==> config.mk <==
export PLATFORM = sky130hd
export DESIGN_NAME = wb_rr_arbiter_flat
export DESIGN_NICKNAME = d
export VERILOG_FILES = /design/src/rtl/wb_rr_arbiter_if.sv /design/src/rtl/wb_rr_arbiter.sv /design/src/flat_wrapper.sv
export SDC_FILE = /design/constraint.sdc
export NUM_CORES = 1
export LEC_CHECK = 0
export CAP_MARGIN = 20
export CORE_UTILIZATION = 47
export DETAILED_ROUTE_END_ITERATION = 10
export GPL_ROUTABILITY_DRIVEN = 0
export PLACE_DENSITY = 0.72
export SYNTH_ARGS = -nofsm -noshare
export SYNTH_HDL_FRONTEND = slang
export SYNTH_SLANG_ARGS = --single-unit
==> constraint.sdc <==
create_clock -name clk -period 1.6 [get_ports clk]
set_clock_uncertainty 0.15 [all_clocks]
set_input_delay 0.32 -clock clk [delete_from_list [all_inputs] [get_ports clk]]
set_output_delay 0.32 -clock clk [all_outputs]
set_load 0.03 [all_outputs]
==> src/rtl/wb_rr_arbiter_if.sv <==
// Wishbone arbitration bundle: per-master cyc requests and shared ack in, grant/status out.
// The arbiter sits on the slave modport; the master modport is the requesting side.
interface wb_rr_arbiter_if #(
  parameter int NUM_MASTERS = 2
);
  localparam int OW = (NUM_MASTERS > 1) ? $clog2(NUM_MASTERS) : 1;

  logic [NUM_MASTERS-1:0] cyc_i;
  logic                   ack_i;
  logic [NUM_MASTERS-1:0] gnt_o;
  logic [OW-1:0]          owner_o;
  logic                   busy_o;
  logic                   timeout_o;

  modport slave (
    input  cyc_i,
    input  ack_i,
    output gnt_o,
    output owner_o,
    output busy_o,
    output timeout_o
  );

  modport master (
    output cyc_i,
    output ack_i,
    input  gnt_o,
    input  owner_o,
    input  busy_o,
    input  timeout_o
  );
endinterface

==> src/rtl/wb_rr_arbiter.sv <==
// Round-robin wishbone bus arbiter with ack-watchdog forced release; grant 1 cycle after request.
// No preemption: an owner holds the bus until it drops cyc or stalls TIMEOUT_CYCLES without ack.
module wb_rr_arbiter #(
  parameter int NUM_MASTERS    = 2,
  parameter int TIMEOUT_CYCLES = 255
) (
  input  logic                  clk,
  input  logic                  rstn_i,
  wb_rr_arbiter_if.slave        bus
);

  localparam int OW = (NUM_MASTERS > 1) ? $clog2(NUM_MASTERS) : 1;
  localparam int CW = $clog2(TIMEOUT_CYCLES + 1);
  localparam logic [CW-1:0] CNT_MAX   = CW'(TIMEOUT_CYCLES);
  localparam logic [CW-1:0] CNT_LAST  = CW'(TIMEOUT_CYCLES - 1);
  localparam logic [OW-1:0] OWNER_RST = OW'(NUM_MASTERS - 1);

  typedef enum logic [1:0] {
    S_IDLE  = 2'd0,
    S_GRANT = 2'd1,
    S_BLOCK = 2'd2
  } state_e;

  state_e                 state_q, state_d;
  logic [NUM_MASTERS-1:0] gnt_q, gnt_d;
  logic [OW-1:0]          owner_q, owner_d;
  logic                   busy_q, busy_d;
  logic                   timeout_q, timeout_d;
  logic [CW-1:0]          cnt_q, cnt_d;

  logic [2*NUM_MASTERS-1:0] req_dbl;
  logic [NUM_MASTERS-1:0]   req_rot;
  logic                     win_vld;
  int                       win_ofs;
  int                       win_sum;
  logic [OW-1:0]            win_idx;
  logic                     cyc_own;

  // Rotate requests so bit 0 is the master just after the last owner; lowest set bit wins.
  always_comb begin
    req_dbl = {bus.cyc_i, bus.cyc_i};
    req_rot = NUM_MASTERS'(req_dbl >> (32'(owner_q) + 32'd1));
    win_vld = |req_rot;
    win_ofs = 0;
    for (int j = NUM_MASTERS - 1; j >= 0; j--) begin
      if (req_rot[j]) begin
        win_ofs = j;
      end
    end
    win_sum = 32'(owner_q) + 1 + win_ofs;
    if (win_sum >= NUM_MASTERS) begin
      win_sum = win_sum - NUM_MASTERS;
    end
    win_idx = OW'(win_sum);
    cyc_own = |(bus.cyc_i & (NUM_MASTERS'(1) << owner_q));
  end

  always_comb begin
    state_d   = state_q;
    gnt_d     = gnt_q;
    owner_d   = owner_q;
    busy_d    = busy_q;
    timeout_d = 1'b0;
    cnt_d     = cnt_q;

    case (state_q)
      S_IDLE: begin
        gnt_d  = '0;
        busy_d = 1'b0;
        if (win_vld) begin
          state_d = S_GRANT;
          owner_d = win_idx;
          gnt_d   = NUM_MASTERS'(1) << win_idx;
          busy_d  = 1'b1;
          cnt_d   = '0;
        end
      end

      S_GRANT: begin
        // Normal release beats the watchdog, and an ack beats the watchdog.
        if (!cyc_own) begin
          state_d = S_IDLE;
          gnt_d   = '0;
          busy_d  = 1'b0;
        end else if (bus.ack_i) begin
          cnt_d = '0;
        end else if (cnt_q >= CNT_LAST) begin
          state_d   = S_BLOCK;
          gnt_d     = '0;
          busy_d    = 1'b0;
          timeout_d = 1'b1;
          cnt_d     = CNT_MAX;
        end else begin
          cnt_d = (cnt_q == CNT_MAX) ? CNT_MAX : cnt_q + CW'(1);
        end
      end

      S_BLOCK: begin
        gnt_d  = '0;
        busy_d = 1'b0;
        if (!cyc_own) begin
          state_d = S_IDLE;
        end
      end

      default: begin
        state_d = S_IDLE;
        gnt_d   = '0;
        busy_d  = 1'b0;
      end
    endcase
  end

  always_ff @(posedge clk or negedge rstn_i) begin
    if (!rstn_i) begin
      state_q   <= S_IDLE;
      gnt_q     <= '0;
      owner_q   <= OWNER_RST;
      busy_q    <= 1'b0;
      timeout_q <= 1'b0;
      cnt_q     <= '0;
    end else begin
      state_q   <= state_d;
      gnt_q     <= gnt_d;
      owner_q   <= owner_d;
      busy_q    <= busy_d;
      timeout_q <= timeout_d;
      cnt_q     <= cnt_d;
    end
  end

  assign bus.gnt_o     = gnt_q;
  assign bus.owner_o   = owner_q;
  assign bus.busy_o    = busy_q;
  assign bus.timeout_o = timeout_q;

  a_gnt_onehot0: assert property (@(posedge clk) disable iff (!rstn_i) $onehot0(gnt_q));
  a_busy_match:  assert property (@(posedge clk) disable iff (!rstn_i) busy_q == (|gnt_q));

endmodule

==> src/flat_wrapper.sv <==
// flat-port wrapper written by rule: the top's interface ports become plain ports
module wb_rr_arbiter_flat 
#(
  parameter int NUM_MASTERS    = 2,
  parameter int TIMEOUT_CYCLES = 255
)
  (clk, rstn_i, bus_cyc_i, bus_ack_i, bus_gnt_o, bus_owner_o, bus_busy_o, bus_timeout_o);
  wb_rr_arbiter_if #(.NUM_MASTERS(NUM_MASTERS)) bus_i ();
  input  logic clk;
  input  logic rstn_i;
  input wire logic [$bits(bus_i.cyc_i)-1:0] bus_cyc_i;
  input wire logic [$bits(bus_i.ack_i)-1:0] bus_ack_i;
  output wire logic [$bits(bus_i.gnt_o)-1:0] bus_gnt_o;
  output wire logic [$bits(bus_i.owner_o)-1:0] bus_owner_o;
  output wire logic [$bits(bus_i.busy_o)-1:0] bus_busy_o;
  output wire logic [$bits(bus_i.timeout_o)-1:0] bus_timeout_o;
  assign bus_i.cyc_i = bus_cyc_i;
  assign bus_i.ack_i = bus_ack_i;
  assign bus_gnt_o = bus_i.gnt_o;
  assign bus_owner_o = bus_i.owner_o;
  assign bus_busy_o = bus_i.busy_o;
  assign bus_timeout_o = bus_i.timeout_o;
  wb_rr_arbiter #(.NUM_MASTERS(NUM_MASTERS), .TIMEOUT_CYCLES(TIMEOUT_CYCLES)) u_core (.clk(clk), .rstn_i(rstn_i), .bus(bus_i));
endmodule
**Word-level counts from Yosys, hierarchy flattened**

Cells that the tools add are included.

- Register bits after elaboration: 15
- Input bits: 5
- Output and inout bits: 5
- Logic and storage cells: 61

- Add/subtract/negate cells: 4
- Order comparisons: 2
- Eq/ne operators: 8
- Shift operators: 3
- Multiplexer cells: 29
- Bitwise operators: 1
- Reductions and logical operators: 8

Operators with widths:

| kind | number |
|---|---|
| 8-bit 2-to-1 mux | 5 |
| 2-bit by 32-bit adder with 32-bit output | 1 |
| 32-bit by 3-bit >= comparator with 1-bit output (second input constant) | 1 |
| 32-bit 2-to-1 mux | 1 |
| 2-bit 2-to-1 mux | 9 |
| 8-bit one-hot mux with 2 select lines | 1 |
| 1-bit 2-to-1 mux | 10 |
| 8-bit by 1-bit adder with 8-bit output (second input constant) | 1 |
| 8-bit equality test (second input constant) | 1 |
| 8-bit >= comparator (second input constant) | 1 |
| 3-bit inequality test (second input constant) | 2 |
| 2-bit one-hot mux with 3 select lines | 1 |
| 2-bit by 1-bit inequality test with 1-bit output (second input constant) | 2 |
| 2-bit one-hot mux with 2 select lines | 1 |
| 2-bit AND reduction | 2 |
| 4-bit AND reduction | 1 |
| 2-bit OR reduction | 2 |
| 1-bit by 1-bit << shifter with 2-bit output (first input constant) | 2 |
| 4-bit by 2-bit right shift with 2-bit output | 1 |
| 3-bit AND reduction | 1 |
| 1-bit by 1-bit adder with 2-bit output (second input constant) | 1 |
| 2-bit AND | 1 |
| 2-bit by 1-bit equality test with 1-bit output (second input constant) | 1 |
| 2-bit equality test (second input constant) | 1 |
| 5 further kinds | 5 |

**Depth between registers and ports, before layout**

Gate-level depths: netlist (run 1).

- Depth in word-level cells: 10
- Gate-level depth with buffers: 6
- Depth with buffers taken out: 6

**Worst setup path before layout (run 1)**

OpenSTA, ideal clock, no wires.

- Kind: register -> register
- Start: reg u_core.owner_q, in the netlist u_core.bus.owner_o
- End: reg u_core.cnt_q[3]
- Arrival: 1.516 ns
- Setup slack: -0.132 ns
- Cell stages (with the launch flop): 6
- Path buffers: 1
- Cells stage by stage: dfstp_2 mux2i_1 or3_1 buf_2 o21ai_1 a22o_1

- Cells in the longest elaborated chain, start to end: 5
- Elaborated cells between the ends (all ways): 9
- Those cells by class: add/sub (1); eq/ne (2); shift (2); bitwise (1); reduce/logical (3)

RTL lines:

| element | line | RTL |
|---|---|---|
| start, declared | wb_rr_arbiter.sv:26 | `logic [OW-1:0] owner_q, owner_d;` |
| start signal, assigned | wb_rr_arbiter.sv:125 | `owner_q <= owner_d;` |
| 1-bit by 1-bit adder with 2-bit output / 1-bit by 1-bit << shifter with 2-bit output (equally long branches) | wb_rr_arbiter.sv:42, wb_rr_arbiter.sv:55 |  |
| 4-bit by 2-bit right shift with 2-bit output / 2-bit AND (equally long branches) | wb_rr_arbiter.sv:42, wb_rr_arbiter.sv:55 |  |
| 2-bit OR reduction (on tied branches) | wb_rr_arbiter.sv:43, wb_rr_arbiter.sv:55 |  |
| 2-bit by 1-bit inequality test with 1-bit output (no line) | -- |  |
| 3-bit AND reduction (no line) * | -- |  |
| end signal, assigned | wb_rr_arbiter.sv:128 | `cnt_q <= cnt_d;` |
| end, declared | wb_rr_arbiter.sv:29 | `logic [CW-1:0] cnt_q, cnt_d;` |

Every way passes the cells marked *; elsewhere a longest branch is shown, timed or not.
A chain may end at the register's enable or synchronous reset.

**Worst setup path after layout (run 1)**

- Start: reg u_core.owner_q, in the netlist u_core.bus.owner_o
- End: reg u_core.gnt_q[1], in the netlist u_core.bus.gnt_o[1]

- Cells in the longest elaborated chain, start to end: 10
- Elaborated cells between the ends (all ways): 19
- Those cells by class: add/sub (3); order compare (1); eq/ne (2); shift (3); mux (6); bitwise (1); reduce/logical (3)

RTL lines:

| element | line | RTL |
|---|---|---|
| 1-bit by 1-bit adder with 2-bit output | wb_rr_arbiter.sv:42, wb_rr_arbiter.sv:50 |  |
| 4-bit by 2-bit right shift with 2-bit output | wb_rr_arbiter.sv:42 | `req_rot = NUM_MASTERS'(req_dbl >> (32'(owner_q) + 32'd1));` |
| 1-bit 2-to-1 mux | wb_rr_arbiter.sv:46 | `if (req_rot[j]) begin` |
| 32-bit 2-to-1 mux | wb_rr_arbiter.sv:46 |  |
| 2-bit by 32-bit adder with 32-bit output | wb_rr_arbiter.sv:50 | `win_sum = 32'(owner_q) + 1 + win_ofs;` |
| 32-bit by 3-bit >= comparator with 1-bit output / 1-bit subtractor (equally long branches) | wb_rr_arbiter.sv:51, wb_rr_arbiter.sv:52 |  |
| 1-bit 2-to-1 mux | wb_rr_arbiter.sv:51 | `if (win_sum >= NUM_MASTERS) begin` |
| 1-bit by 1-bit << shifter with 2-bit output | wb_rr_arbiter.sv:73 | `gnt_d = NUM_MASTERS'(1) << win_idx;` |
| 2-bit 2-to-1 mux | wb_rr_arbiter.sv:70 | `if (win_vld) begin` |
| 2-bit one-hot mux with 2 select lines | wb_rr_arbiter.sv:66 | `case (state_q)` |
| end signal, assigned | wb_rr_arbiter.sv:124 | `gnt_q <= gnt_d;` |
| end, declared | wb_rr_arbiter.sv:25 | `logic [NUM_MASTERS-1:0] gnt_q, gnt_d;` |

Parallel ways exist; a longest one is shown, timed or not.

==> out/metrics.yaml, run 1 <==
status:
  status: "finished with violations"
  violations: "negative setup slack"
sta:
  fmax_mhz: 608
  final_max_slew_viol_count: 0
  slew_headroom_pct: 79.2
  finalCritPeriodShare_pct: 103
  hold_viol: 0
  fin_hold_ws_ns: 0.195
  setup_slack_ns: -0.0460
  rsz0062_at_grt: "true"
  setup_tns_ns: -0.259
  setup_violations: 8
  finalCriticalPeriod_ns: 1.65
  worst_pin_slew_ns: 0.313
floorplanning:
  dieArea_um2: 1860
  num_rows: 14
  die_w_um: 43.1
  design.core.area_um2: 1540
  die_y_um: 43.1
  io_pins: 10
  start_util_pct: 51.6
synth:
  synthesis.nets: 89
  synth_top_area_share_pct: 44.0
  ys_seq_area_share_pct: 47.3
  synth_area_leaders: "dfrtp_1 (44%), a22o_1 (6.6%), o21ai_0 (4.4%)"
  synth.distinct_cells: 28
  yosys_warnings: 0
  synthesis.instances: 82
  synth-seq-cells: 15
  synth_top_area_cell: "dfrtp_1"
  avgSynthCellArea_um2: 9.70
  syn-cell-area_um2: 796
route:
  drt_iter0_drc: 28
  wl_per_cell_um: 15.0
  ant_nets: 0
  drc: 0
  avgViaCountPerCell: 5.87
  wirelength_um: 1920
  num_vias: 751
  dr.pass1.iters: 4
clock_network:
  cts_hold_buf: 0
  root_buffer: "clkbuf_4"
  h-tree-depth: 1
  cts.path.max_buffers: 2
  cts.sinks: 15
  cts.clk_slew.worst_paths_ns: 0.09
  clock_latency_ns: 0.27
  cts_buffers: 3
  cts_tree: "yes"
flow_run:
  maxCapViolCount: 0
global_route:
  grt_pass1_vias: 692
  grt_pass1_wl_um: 3060
  grt_remaining_overflow: 0
  grt_use_total_pct: 21.6
  grt_max_degree: 16
  antenna_found_initial: 0
power_and_ir_drop:
  power.switching_uw: 647
  power_frac_comb_pct: 53.3
  netSwitchingFraction_pct: 39.6
  p_int_uw: 986
  powerDensity_nw_per_um2: 1410
  seqPwrFrac_pct: 33.4
  leakagePower_uw: 0.000525
  ir_worst_vdd_mv: 1.07
  pwr-share-clk_pct: 13.3
worst_setup_path:
  start_kind: "register"
  worstPathArrival_ns: 1.66
  critical_path_class: "register to register"
  setup.worst_path.end_class: "register"
  r2r.worst_path.cells: 5
  required_ns: 1.62
  crit_fanout: 3
cells_and_area:
  fin_nets: 120
  antenna_cells: 0
  fin_cells: 128
  final_util_pct: 75.1
  area_delta_synth_final_pct: 45.4
  drive_above_1_share_pct: 33.9
place:
  place_hpwl_um: 1300
  dp_cells: 121
  port_buffers: 9
hold_path:
  holdCritPathClass: "primary input to asynchronous set/reset pin"
## area by class of cell
type / instances / area, um2
Multi-Input combinational cell: 63 / 494
Fill cell: 109 / 384
Sequential cell: 15 / 377
Timing Repair Buffer: 27 / 229
Clock buffer: 4 / 26.3
Tap cell: 16 / 20.0
Inverter: 3 / 11.3
## synth_stat cells
| master | number |
|---|---|
| and4_1 | 1 |
| a211o_1 | 1 |
| or2_2 | 1 |
| or3_1 | 1 |
| a21o_1 | 1 |
| dfrtp_1 | 14 |
| nand2_1 | 2 |
| nand3_1 | 5 |
| a32o_1 | 2 |
| a22o_1 | 6 |
| and3_1 | 3 |
| ha_1 | 2 |
| nor2b_1 | 4 |
| nor2_1 | 6 |
| a31oi_1 | 1 |
| inv_1 | 3 |
| a21oi_1 | 3 |
| o2bb2ai_1 | 1 |
| dfstp_2 | 1 |
| o22ai_1 | 2 |
| o21ai_0 | 7 |
| o21bai_1 | 1 |
| and2_1 | 1 |
| nand2b_1 | 4 |
| mux2i_1 | 1 |
| buf_2 | 1 |
| o21ai_1 | 6 |
| nor4_2 | 1 |
## final timing paths
check / from / to / slack [ns]
worst max-delay path: u_core.bus.owner_o$_DFFE_PN1P_ / u_core.bus.gnt_o[1]$_DFFE_PN0P_ / -0.05
worst min-delay path: rstn_i / u_core.cnt_q[7]$_DFFE_PN0P_ / 0.19
worst max register to register: u_core.bus.owner_o$_DFFE_PN1P_ / u_core.bus.gnt_o[1]$_DFFE_PN0P_ / -0.05
worst min register to register: u_core.bus.busy_o$_DFFE_PN0P_ / u_core.bus.busy_o$_DFFE_PN0P_ / 0.35
max in group asynchronous: rstn_i / u_core.bus.owner_o$_DFFE_PN1P_ / 0.86
min in group clk: u_core.bus.busy_o$_DFFE_PN0P_ / u_core.bus.busy_o$_DFFE_PN0P_ / 0.35
## critical path, stage by stage (launching register included)
cell and delay (ns):
dfstp_2 0.56, mux2i_2 0.25, buf_4 0.16, nand2b_4 0.14
nor2_2 0.07, a32o_1 0.21
## cell usage in the layout (no fill, tap or decap), drive strengths merged
cell	Yosys	final
nor4	1	1
a21o	1	1
dfrtp	14	14
a21oi	3	3
or3	1	1
o22ai	2	2
clkdlybuf4s50	0	4
a211o	1	1
nand3	5	5
or2	1	1
and4	1	1
dlygate4sd2	0	4
mux2i	1	1
buf	1	19
o2bb2ai	1	1
inv	3	3
a31oi	1	1
and2	1	1
ha	2	2
dfstp	1	1
nand2	2	2
o21bai	1	1
a22o	6	6
a32o	2	2
nand2b	4	4
and3	3	3
clkbuf	0	4
nor2b	4	4
nor2	6	6
o21ai	13	13
## kinds of logic after synthesis
family	synth area share [%]
and+or+nand+nor	20.6
DFF	47.3
muxes	1.26
buffers and inverters	2.04
AOI/OAI and AO/OA	25.6
adders and majority gates	3.14
## state kept, by name, indices dropped and copies added, names as in the netlist
register,count
u_core.bus.gnt_o,2
u_core.state_q,2
u_core.bus.timeout_o,1
u_core.cnt_q,8
u_core.bus.busy_o,1
u_core.bus.owner_o,1
## per-stage QoR
step	instance area, um2	power (uW)	setup WS (ns)
after floorplan	806	939	-0.105
after global placement	1010	1240	-0.315
after detailed placement	1010	1250	-0.338
after CTS	1080	1520	-0.0295
after global routing	1160	1730	-0.105
final	1160	1630	-0.0460
## power groups by stage
stage	sequential [uW]	clock, uW	combinational [uW]
floorplan	641	0	298
global placement	534	0	701
detailed placement	540	0	712
CTS	534	221	760
global route	559	231	938
finish	546	216	871
## per-layer routing
layer / wire [um] / share of wire, % / GRT usage [%] / vias to the layer above
li1: - / - / - / 364
met2: 922 / 48 / 33.4 / 22
met4: 10 / 0.52 / 5.45 / 0
met3: 84 / 4.4 / 4.26 / 2
met5: 0 / 0 / 0 / -
met1: 905 / 47 / 30.8 / 363
## repair_timing
item,4_1_cts,5_1_grt
gates resized for setup,14,11
pin swaps,2,1
endpoints found under the setup margin,14,12
gates cloned,0,0
setup buffers,1,2
Power figures use the tool's default switching activity.
==> run 2, diff against run 1 <==
--- a/config.mk
+++ b/config.mk
@@ -10,6 +10,7 @@
 export DETAILED_ROUTE_END_ITERATION = 10
 export GPL_ROUTABILITY_DRIVEN = 0
 export PLACE_DENSITY = 0.72
+export SLEW_MARGIN = 40
 export SYNTH_ARGS = -nofsm -noshare
 export SYNTH_HDL_FRONTEND = slang
 export SYNTH_SLANG_ARGS = --single-unit
==> results of run 2 <==
No change in the layout: final DEF, timing and power equal those of run 1.
